## src/rtl/bus_arbiter.sv

```systemverilog
// Round-robin arbiter for the shared page/row/column bus. Grants one master at
// a time, follows the Start/lower-address/dValid handshake to hold the grant
// for a whole transaction, and reclaims the bus with two watchdogs.
module bus_arbiter #(
  parameter int NUM_MASTERS   = 4,
  parameter int GRANT_TIMEOUT = 8,
  parameter int XFER_TIMEOUT  = 20,
  parameter int IDW           = $clog2(NUM_MASTERS)
) (
  input  logic                   b_Clock,
  input  logic                   b_Reset_L,
  input  logic [NUM_MASTERS-1:0] req,
  output logic [NUM_MASTERS-1:0] gnt,
  input  logic                   b_Start_L,
  input  logic                   b_re_L,
  input  logic                   b_dValid_L,
  output logic [IDW-1:0]         owner,
  output logic                   bus_busy,
  output logic                   xfer_rd,
  output logic                   xfer_done,
  output logic                   timeout_err
);

  localparam int TMAX = (GRANT_TIMEOUT > XFER_TIMEOUT) ? GRANT_TIMEOUT : XFER_TIMEOUT;
  localparam int CW   = $clog2(TMAX + 1);
  localparam logic [CW-1:0] GNT_LAST = CW'(GRANT_TIMEOUT - 1);
  localparam logic [CW-1:0] XFR_LAST = CW'(XFER_TIMEOUT - 1);
  localparam logic [CW-1:0] CNT_MAX  = '1;

  typedef enum logic [2:0] {IDLE, GRANT, ADDR, DATA, TURN} state_t;

  state_t                 state_q, state_d;
  logic [NUM_MASTERS-1:0] gnt_q, gnt_d;
  logic [IDW-1:0]         owner_q, owner_d;
  logic [CW-1:0]          cnt_q, cnt_d, cnt_inc;
  logic                   busy_q, busy_d;
  logic                   xfer_rd_q, xfer_rd_d;
  logic                   done_q, done_d;
  logic                   tmo_q, tmo_d;
  logic [IDW-1:0]         win, cand;

  // Round-robin pick: first requester after the last owner. Scanning offsets
  // from farthest to nearest lets the nearest one overwrite the result.
  always_comb begin
    win  = owner_q;
    cand = '0;
    for (int i = NUM_MASTERS; i >= 1; i--) begin
      cand = IDW'((int'(owner_q) + i) % NUM_MASTERS);
      if (req[cand]) win = cand;
    end
  end

  // Saturating watchdog counter increment.
  assign cnt_inc = (cnt_q == CNT_MAX) ? cnt_q : cnt_q + 1'b1;

  // Next-state and registered-output logic.
  always_comb begin
    state_d   = state_q;
    gnt_d     = gnt_q;
    owner_d   = owner_q;
    cnt_d     = cnt_q;
    xfer_rd_d = xfer_rd_q;
    done_d    = 1'b0;
    tmo_d     = 1'b0;
    case (state_q)
      IDLE: begin
        // Rogue Start strobes here are simply not looked at.
        if (|req) begin
          gnt_d      = '0;
          gnt_d[win] = 1'b1;
          owner_d    = win;
          cnt_d      = '0;
          state_d    = GRANT;
        end
      end
      GRANT: begin
        cnt_d = cnt_inc;
        if (!b_Start_L) begin
          xfer_rd_d = ~b_re_L;
          cnt_d     = '0;
          state_d   = ADDR;
        end else if (!req[owner_q]) begin
          gnt_d   = '0;
          state_d = TURN;
        end else if (cnt_q == GNT_LAST) begin
          gnt_d   = '0;
          tmo_d   = 1'b1;
          state_d = TURN;
        end
      end
      ADDR: begin
        // Master bounds the upper-address phase; Start high marks lower address.
        if (b_Start_L) begin
          cnt_d   = '0;
          state_d = DATA;
        end
      end
      DATA: begin
        cnt_d = cnt_inc;
        if (!b_dValid_L) begin
          gnt_d   = '0;
          done_d  = 1'b1;
          state_d = TURN;
        end else if (cnt_q == XFR_LAST) begin
          gnt_d   = '0;
          tmo_d   = 1'b1;
          state_d = TURN;
        end
      end
      TURN: begin
        gnt_d   = '0;
        state_d = IDLE;
      end
      default: begin
        gnt_d   = '0;
        state_d = IDLE;
      end
    endcase
    busy_d = (state_d != IDLE);
  end

  // State and output registers; owner resets to the top index so master 0 wins first.
  always_ff @(posedge b_Clock or negedge b_Reset_L) begin
    if (!b_Reset_L) begin
      state_q   <= IDLE;
      gnt_q     <= '0;
      owner_q   <= IDW'(NUM_MASTERS - 1);
      cnt_q     <= '0;
      busy_q    <= 1'b0;
      xfer_rd_q <= 1'b0;
      done_q    <= 1'b0;
      tmo_q     <= 1'b0;
    end else begin
      state_q   <= state_d;
      gnt_q     <= gnt_d;
      owner_q   <= owner_d;
      cnt_q     <= cnt_d;
      busy_q    <= busy_d;
      xfer_rd_q <= xfer_rd_d;
      done_q    <= done_d;
      tmo_q     <= tmo_d;
    end
  end

  assign gnt         = gnt_q;
  assign owner       = owner_q;
  assign bus_busy    = busy_q;
  assign xfer_rd     = xfer_rd_q;
  assign xfer_done   = done_q;
  assign timeout_err = tmo_q;

endmodule

```

## config.mk

```make
export PLATFORM = sky130hd
export DESIGN_NAME = bus_arbiter
export DESIGN_NICKNAME = d
export VERILOG_FILES = /design/src/rtl/bus_arbiter.sv
export SDC_FILE = /design/constraint.sdc
export NUM_CORES = 1
export LEC_CHECK = 0
export BUFFER_PORTS_ARGS = -buffer_cell sky130_fd_sc_hd__buf_4
export CAP_MARGIN = 40
export CORE_MARGIN = 5
export CORE_UTILIZATION = 49
export DETAILED_ROUTE_END_ITERATION = 8
export PLACE_DENSITY = 0.74
export SLEW_MARGIN = 40
export SYNTH_ARGS = -nofsm -noshare
export SYNTH_HDL_FRONTEND = slang
export SYNTH_SLANG_ARGS = --single-unit
```

## constraint.sdc

```tcl
create_clock -name b_Clock -period 1.7 [get_ports b_Clock]
set_input_delay 0.085 -clock b_Clock [delete_from_list [all_inputs] [get_ports b_Clock]]
set_output_delay 0.085 -clock b_Clock [all_outputs]
set_load 0.02 [all_outputs]
```

# Yosys cells after proc, flatten, opt, wreduce, memory -nomap -nowiden
# Index checks and enable logic that the tools add are counted.
[word_totals] register_bits=18 latch_bits=0 ramBits=0 rom_bits=0 inputBits=9 out_inout_bits=10 elab_cells=87 mem_count=0
[op_classes] add_sub_neg=5 n_mul=0 n_div=0 magnitude_cmp=7 eq_ne=11 shifts=0 muxes=44 bitwise_logic=3 reduce_logical=9
[ops] cell="4-bit 2-to-1 mux" count=6
[ops] cell="3-bit 2-to-1 mux" count=7
[ops] cell="5-bit 2-to-1 mux" count=4
[ops] cell="5-bit one-hot mux with 4 select lines" count=1
[ops] cell="2-bit by 3-bit < comparator with 1-bit output, second input constant" count=6
[ops] cell="4-bit one-hot mux with 4 select lines" count=1
[ops] cell="1-bit 2-to-1 mux" count=13
[ops] cell="3-bit one-hot mux with 4 select lines" count=1
[ops] cell="1-bit binary-select mux with 2-bit select" count=5
[ops] cell="5-bit == test, second input constant" count=2
[ops] cell="2-bit 2-to-1 mux" count=4
[ops] cell="3-bit by 2-bit == test with 1-bit output, second input constant" count=2
[ops] cell="2-bit != test, second input constant" count=3
[ops] cell="3-bit != test, second input constant" count=2
[ops] cell="5-bit by 1-bit adder with 5-bit output, second input constant" count=1
[ops] cell="5-bit by 3-bit == test with 1-bit output, second input constant" count=1
[ops] cell="5-bit AND reduction" count=1
[ops] cell="2-bit by 1-bit adder with 2-bit output, second input constant" count=2
[ops] cell="2-bit adder, second input constant" count=2
[ops] cell="2-bit AND reduction" count=2
[ops] cell="4-bit nonzero test" count=1
[ops] cell="4-bit OR reduction" count=1
[ops] cell="3-bit by 1-bit == test with 1-bit output, second input constant" count=1
[ops] cell="3-bit logical NOT" count=1
[ops] cell="other kinds (7)" count=9

# Depth between registers and ports, before layout
# Gate-level depths: netlist (run 1).
[depth] depth_word=13 depth_mapped=5 ltp_nobuf=5

# Least setup slack after synthesis (run 1)
# OpenSTA, ideal clock, no wires.
[synth_path] path_type="register -> register" start="register owner_q[0], in the netlist owner[0]" end="register gnt_q[0], in the netlist gnt[0]" setup_time_ns=0.150 arrival_ns=1.638 required_time_ns=1.550 setup_slack_ns=-0.089 path_stages_with_launch=6 path_buffers=1 synth_period_minus_slack_ns=1.789 path_cell_list="dfstp_2 buf_2 mux2i_1 o22ai_1 a221oi_1 o32ai_1"
[synth_between] elab_chain_cells=13 elab_cells_between_ends=29 classes_between="4 x add/sub; 2 x order compare; 1 x eq/ne; 20 x mux; 2 x reduce/logical"
[synth_rtl] element="start, declared" line="34" text="logic [IDW-1:0] owner_q, owner_d;"
[synth_rtl] element="start signal, assigned" line="127" text="owner_q <= IDW'(NUM_MASTERS - 1);"
[synth_rtl] element="start signal, assigned" line="136" text="owner_q <= owner_d;"
[synth_rtl] element="2-bit by 1-bit adder with 2-bit output" line="48" text="cand = IDW'((int'(owner_q) + i) % NUM_MASTERS);"
[synth_rtl] element="1-bit binary-select mux with 2-bit select" line="49" text="if (req[cand]) win = cand;"
[synth_rtl] element="1-bit 2-to-1 mux (not written as such)" line="49"
[synth_rtl] element="2-bit 2-to-1 mux (4 in a row)" line="49"
[synth_rtl] element="2-bit by 3-bit < comparator with 1-bit output (not written as such) or 2-bit by 1-bit >= comparator with 1-bit output (tied branches)" line="70" text="gnt_d[win] = 1'b1;"
[synth_rtl] element="1-bit logical AND (not written as such)" line="70"
[synth_rtl] element="1-bit 2-to-1 mux (not written as such)" line="70"
[synth_rtl] element="1-bit demux with 2-bit select" line="70"
[synth_rtl] element="4-bit 2-to-1 mux" line="68" text="if (|req) begin"
[synth_rtl] element="4-bit one-hot mux with 4 select lines" line="65" text="case (state_q)"
[synth_rtl] element="end signal, assigned" line="135" text="gnt_q <= gnt_d;"
[synth_rtl] element="end, declared" line="33" text="logic [NUM_MASTERS-1:0] gnt_q, gnt_d;"
# Several ways; a longest one is shown, not always the timed one. The select of a mux whose other input is x is not followed.
# A chain may end at the register's enable or synchronous reset.

# Final worst setup path (run 1)
[layout_path] start="register owner_q[0], in the netlist owner[0]" end="register gnt_q[1], in the netlist gnt[1]"
# Same word-level chain as after synthesis.

==> metrics, run 1 <==
Max Slew Vio Count 0; Final Skew 0.00468 ns; die height 57.2 µm; maximum vdd drop 1.10 mV; power density over the cells 1670 mW/mm²; Crit-path slowest cell dfstp_2; CP Class reg2reg; Async SR Flop Fraction 1.00; post-route ant nets 0; Synthesized Nets 127; TritonCTS Buffers 3; first drt pass iteration count 4; synthesis warning total 0; crit-path max cell delay 0.63 ns; hold path start b_Start_L; first-pass GRT wire length 4.15 mm; Max Freq 612 MHz; CTS Buffer Depth 2; initial core utilization 0.502; TritonCTS clock tree done; DR vias/cell 5.86; # fillers 200; Overflow after GRT 0; Critical Path Fanout Max 8; Hold Vio Cnt, Final 0; Die ar. 0.00327 mm²; Vias 991; CP Cell Sequence mux2i_1, o22ai_1, a221oi_2, buf_4, o32ai_1; Avg Inst Size Synth 9.31 µm²; # port buffers 18; Post-synth EDFFs 0; status completed; layout cell share with drive strength beyond 1 0.277; Seq cells post-synth 18; Seq pwr share 0.335; gpl congestion 0.814; clk root buf clkbuf_4; Sw Pwr 973 µW; Final HPWL DP 1.77 mm; GR Util All Layers 0.157; part of the power in combinational logic 0.546; fin crit share 0.961; Yosys top cell by area dfrtp_1; DRC viols 0; Inserted Diodes 0; CP required 1.88 ns; sequential share of the synthesized area 0.416; Reg clk slew, reported paths 0.11 ns; Clk Latency, worst-skew pair 0.30 ns; Leak 0.000573 µW; worst r2r src owner[0]; P_int 1290 µW; initial antenna violation count 0; Startpoint Class register; IO Count 19; Design Power 2260 µW; vias in the first global route 955; Clk pwr share 0.119; slack of the worst reg-to-reg path 0.07 ns; Tmin final 1.63 ns; Synth top area share 0.367; final WL 2.43 mm; H-Tree Depth 1; 1st-iter DRT viols 23; number of max-cap violations 0; WL per Instance 14.4 µm; Core Util, Final 0.622; Min-Delay Path Class in2reg; Worst Setup SP owner[0]; core area 0.00217 mm²; main flop type after synthesis dfrtp_1; row count 17; main area contributors after synthesis dfrtp_1, nand2b_1, dfstp_2, nor2_1, o21ai_0; mapped cell area 0.00109 mm²; Die X 57.2 µm; area added between synthesis and finish 23.9%; Critical Path AT 1.82 ns; switch share 0.430; pin count of the biggest net entering global routing 19; nets 152; Unique masters post-synth 42; CP Capture Type register; final setup violation count 0; relative slew slack 0.748; CTS sink count 18; Worst Tran Pin Value 0.376 ns; Post-Syn Instances 117
==> what timing repair did <==
item / CTS / global route
hold buffers: 3 / 0
hold endpoints to repair: 20 / 0
setup endpoints to repair: 0 / 5
resized for setup: 0 / 2
setup buffers: 0 / 1
==> power groups by stage <==
| stage | clock [µW] | combinational [µW] | sequential, µW |
|---|---|---|---|
| after floorplan | 0 | 746 | 833 |
| after global placement | 0 | 1170 | 749 |
| after detailed placement | 0 | 1180 | 762 |
| after CTS | 272 | 1190 | 752 |
| after global routing | 287 | 1370 | 780 |
| final | 269 | 1240 | 757 |
==> flip-flops by register name, summed over array words and instances, names as in the netlist <==
name,count
gnt,4
bus_busy,1
owner,2
xfer_done,1
xfer_rd,1
state_q,3
timeout_err,1
cnt_q,5
==> cells in the mapped netlist (2+ instances only) <==
| library cell | instances |
|---|---|
| dfrtp_1 | 16 |
| nor2b_1 | 2 |
| o32ai_1 | 4 |
| mux2_1 | 2 |
| inv_1 | 8 |
| mux2i_1 | 2 |
| a31oi_1 | 4 |
| or3_1 | 2 |
| dfstp_2 | 2 |
| a221oi_1 | 2 |
| a21o_1 | 2 |
| o21ai_1 | 3 |
| buf_2 | 3 |
| nor2_1 | 10 |
| nand2_1 | 5 |
| a21oi_1 | 5 |
| nand2b_1 | 9 |
| nand4_1 | 2 |
| nand3_1 | 4 |
| o21ai_0 | 7 |
| clkbuf_1 | 2 |
==> layer usage <==
| metal | global-route usage | part of all wire | up-vias | wire (µm) |
|---|---|---|---|---|
| li1 | - | - | 478 | - |
| met3 | 0.0204 | 0.035 | 3 | 84 |
| met2 | 0.263 | 0.51 | 20 | 1230 |
| met4 | 0.0596 | 0.0066 | 0 | 16 |
| met1 | 0.207 | 0.45 | 490 | 1100 |
| met5 | 0 | 0 | - | 0 |
==> metrics by stage <==
| step | hold WS, ns | cells | area [µm²] | worst slack, ns | TNS (ns) |
|---|---|---|---|---|---|
| final | 0.0553 | 169 | 1350 | 0.0670 | 0 |
| after global placement | -0.0361 | 161 | 1270 | 0.0747 | 0 |
| after floorplan | -0.211 | 117 | 1100 | 0.0137 | 0 |
| after detailed placement | -0.0325 | 161 | 1270 | 0.00712 | 0 |
| after CTS | 0.0573 | 168 | 1330 | 0.00898 | 0 |
| after global routing | 0.0844 | 169 | 1350 | -0.0233 | -0.0511 |
==> kinds of logic after synthesis <==
family / after synthesis / synth area share
buffers and inverters: 13 / 0.0482
adders and majority gates: 1 / 0.0115
muxes: 6 / 0.0838
DFF: 18 / 0.416
and+or+nand+nor: 45 / 0.237
AOI/OAI and AO/OA: 34 / 0.204
==> final cells by class <==
type | instances | area (µm²) | share of cell area
Timing Repair Buffer | 25 | 195 | 0.145
Inverter | 8 | 30.0 | 0.0222
Multi-Input combinational cell | 86 | 601 | 0.445
Clock buffer | 4 | 36.3 | 0.0269
Sequential cell | 18 | 453 | 0.335
Tap cell | 28 | 35.0 | 0.0260
==> placed cells by master (no fill, tap or decap), drive strengths merged, types with 2 or more instances in the layout <==
master and instances:
a31oi 4, nand3 4, nand2 6, a221oi 2
clkbuf 4, o21ai 10, nand4 2, dfrtp 16
o32ai 4, buf 22, dfstp 2, inv 8
mux2i 3, a21o 2, mux2 2, nor2 11
a21oi 6, dlygate4sd3 3, nand2b 9, or3 2
nor2b 2
==> critical path: cells and delay by family, from the launching register on <==
| kind | cells | cell delay (ns) |
|---|---|---|
| AO/OA/AOI/OAI | 3 | 0.52 |
| flip-flops | 1 | 0.63 |
| buffers and inverters | 1 | 0.17 |
| multiplexers | 1 | 0.20 |
==> path summary, 6_finish.rpt <==
| path | to | cells after the start |
|---|---|---|
| worst max-delay path | gnt[1] | 5 |
| worst min-delay path | xfer_rd | 2 |
| worst max register to register | gnt[1] | 5 |
| worst min register to register | cnt_q[0] | 1 |
| max in group asynchronous | owner[1] | 2 |
| min in group asynchronous | cnt_q[1] | 2 |
No activity file was read; power rests on OpenSTA's default activity.
==> run 2: changes to the inputs <==
CORE_UTILIZATION = 55   (was 49)
CTS_CLUSTER_SIZE = 25   (was unset)
PLACE_DENSITY = 0.79   (was 0.74)
clock period = 2 ns   (was 1.7 ns; I/O delays follow)
==> run 2 against run 1 <==
  * Clock skew up 0.0012 ns
  * Design area down 2.5%
  * Worst hold slack better by 0.012 ns
  * Count of clock-buffer cells in the layout unchanged
  * Worst setup slack better by 0.24 ns
  * Combinational power down 22%
  * Routed wire length about the same
  * Critical path type unchanged
  * Critical endpoint unchanged
  * Largest cell class unchanged
==> metrics, run 2 (synthesized netlist as in run 1, its figures left out) <==
Final Skew 0.00584 ns (+0.00115 ns); WL per Instance 14.7 µm (+2.5%); TritonCTS Buffers 3 (unchanged); relative slew slack 0.731 (-0.0170); part of the power in combinational logic 0.515 (-0.031); core area 0.00192 mm² (-11%); Clk pwr share 0.124 (+0.005); unrepaired setup endpoints after global routing false; layout cell share with drive strength beyond 1 0.246 (-0.0302); post-route ant nets 0 (unchanged); CP Class reg2reg; Hold EP xfer_rd; pin count of the biggest net entering global routing 19 (unchanged); WP buf/inv 0 (-1); CP Cell Sequence mux2i_1, o22ai_1, a221oi_2, o32ai_1; Max Slew Vio Count 0 (unchanged); final setup violation count 0 (unchanged); DRC viols 0 (unchanged); Worst Tran Pin Value 0.403 ns (+0.0269 ns); hold slack final 0.0670 ns (+0.0117 ns); Startpoint Class register; Reg clk slew, reported paths 0.11 ns (about the same); worst r2r src owner[0]; initial core utilization 0.567 (+0.0648); Seq pwr share 0.361 (+0.026); Final Non-Filler Cells 165 (-2.4%); Die ar. 0.00297 mm² (-9.0%); Design Power 1870 µW (-17%); worst setup margin 0.304 ns (+0.237 ns); Critical Path AT 1.87 ns (+0.05 ns); H-Tree Depth 1 (unchanged); DR vias/cell 5.70 (-2.7%); Die X 54.5 µm (-4.6%); Max Freq 590 MHz (-3.7%); final WL 2.43 mm (about the same); # port buffers 18 (unchanged); Tmin final 1.70 ns (+0.0626 ns); status completed; TritonCTS clock tree done; Biggest register cnt_q; cell family with most CP delay compound AO/OA/AOI/OAI gates; WP depth 4 (-1); row count 16 (-1); first-pass GRT wire length 4.02 mm (-3.3%); die height 54.5 µm (-4.6%); P_int 1040 µW (-19%); clk root buf clkbuf_4; fin crit share 0.848 (-0.113); power density over the cells 1420 mW/mm² (-15%); number of flip-flops in the largest register 5 (unchanged); post-CTS setup buffers 0 (unchanged); Min-Delay Path Class in2reg; reg-to-reg endpoint gnt[1]; CTS Buffer Depth 2 (unchanged); crit-path max cell delay 0.64 ns (about the same); Hold Vio Cnt, Final 0 (unchanged); maximum vdd drop 1.12 mV (+1.8%); CP Capture Type register; switch share 0.440 (+0.00989); 1st-iter DRT viols 27 (+17%); first drt pass iteration count 4 (unchanged); GR Util All Layers 0.188 (+0.0308); worst r2r path cells 4 (-1); CTS sink count 18 (unchanged); Sw Pwr 822 µW (-16%); CP required 2.18 ns (+0.30 ns); Overflow after GRT 0 (unchanged); Vias 941 (-5.0%); slack of the worst reg-to-reg path 0.30 ns (+0.24 ns); most common cell after layout, fill and taps aside buf_4; setup_tns 0 ns (unchanged); gpl congestion 0.834 (+2.4%); vias in the first global route 894 (-6.4%); Critical Path Fanout Max 8 (unchanged); hold path start b_Start_L; Crit-path slowest cell dfstp_2; Inserted Diodes 0 (unchanged); Place WS 0.153 ns (+0.146 ns); Leak 0.000558 µW (-2.6%); area added between synthesis and finish 20.8%; Clk Latency, worst-skew pair 0.30 ns (about the same); number of max-cap violations 0 (unchanged); Final HPWL DP 1.81 mm (+2.5%); dpl cells 158 (-1.9%); IO Count 19 (unchanged); most frequent cells in the layout buf_4, dfrtp_1, nor2_1, nand2b_1, inv_1; initial antenna violation count 0 (unchanged); nets 149 (-2.0%); hold depth 2 (unchanged)
[run 2: worst max path at each step]
| stage | start | slack (ns) | to |
|---|---|---|---|
| after floorplan | owner[0] | 0.21 | gnt[0] |
| after global placement | owner[0] | 0.25 | gnt[0] |
| after detailed placement | owner[0] | 0.15 | gnt[1] |
| after CTS | owner[0] | 0.15 | gnt[1] |
| after global routing | owner[0] | 0.19 | gnt[0] |
| final | owner[0] | 0.30 | gnt[1] |
[run 2: timing repair]
| item | CTS | global route |
|---|---|---|
| gates resized for setup | 0 | 1 |
| hold buffers | 3 | 0 |
| hold endpoints to repair | 20 | 0 |
| endpoints found under the setup margin | 0 | 1 |
[run 2: area by class of cell]
type	instances	area, µm²
Tap cell	27	33.8
Clock buffer	4	36.3
Inverter	8	30.0
Multi-Input combinational cell	86	591
Sequential cell	18	453
Timing Repair Buffer	22	173
Fill cell	159	606
[run 2: power by group through the flow]
stage / registers, µW / clock network, µW / logic (µW)
floorplan: 708 / 0 / 620
detailed placement: 675 / 0 / 942
CTS: 670 / 233 / 949
global placement: 667 / 0 / 916
global route: 699 / 250 / 1050
finish: 674 / 232 / 961
[run 2: metrics by stage]
stage / utilization / area (µm²)
after floorplan: - / 1090
after global placement: 0.647 / 1240
after detailed placement: 0.647 / 1240
after CTS: 0.682 / 1310
after global routing: 0.685 / 1320
final: 0.685 / 1320
[run 2: layer usage]
| layer | track usage | routed length [µm] |
|---|---|---|
| met5 | 0 | 0 |
| met4 | 0.0871 | 48 |
| met3 | 0.0300 | 106 |
| met2 | 0.305 | 1190 |
| met1 | 0.244 | 1090 |
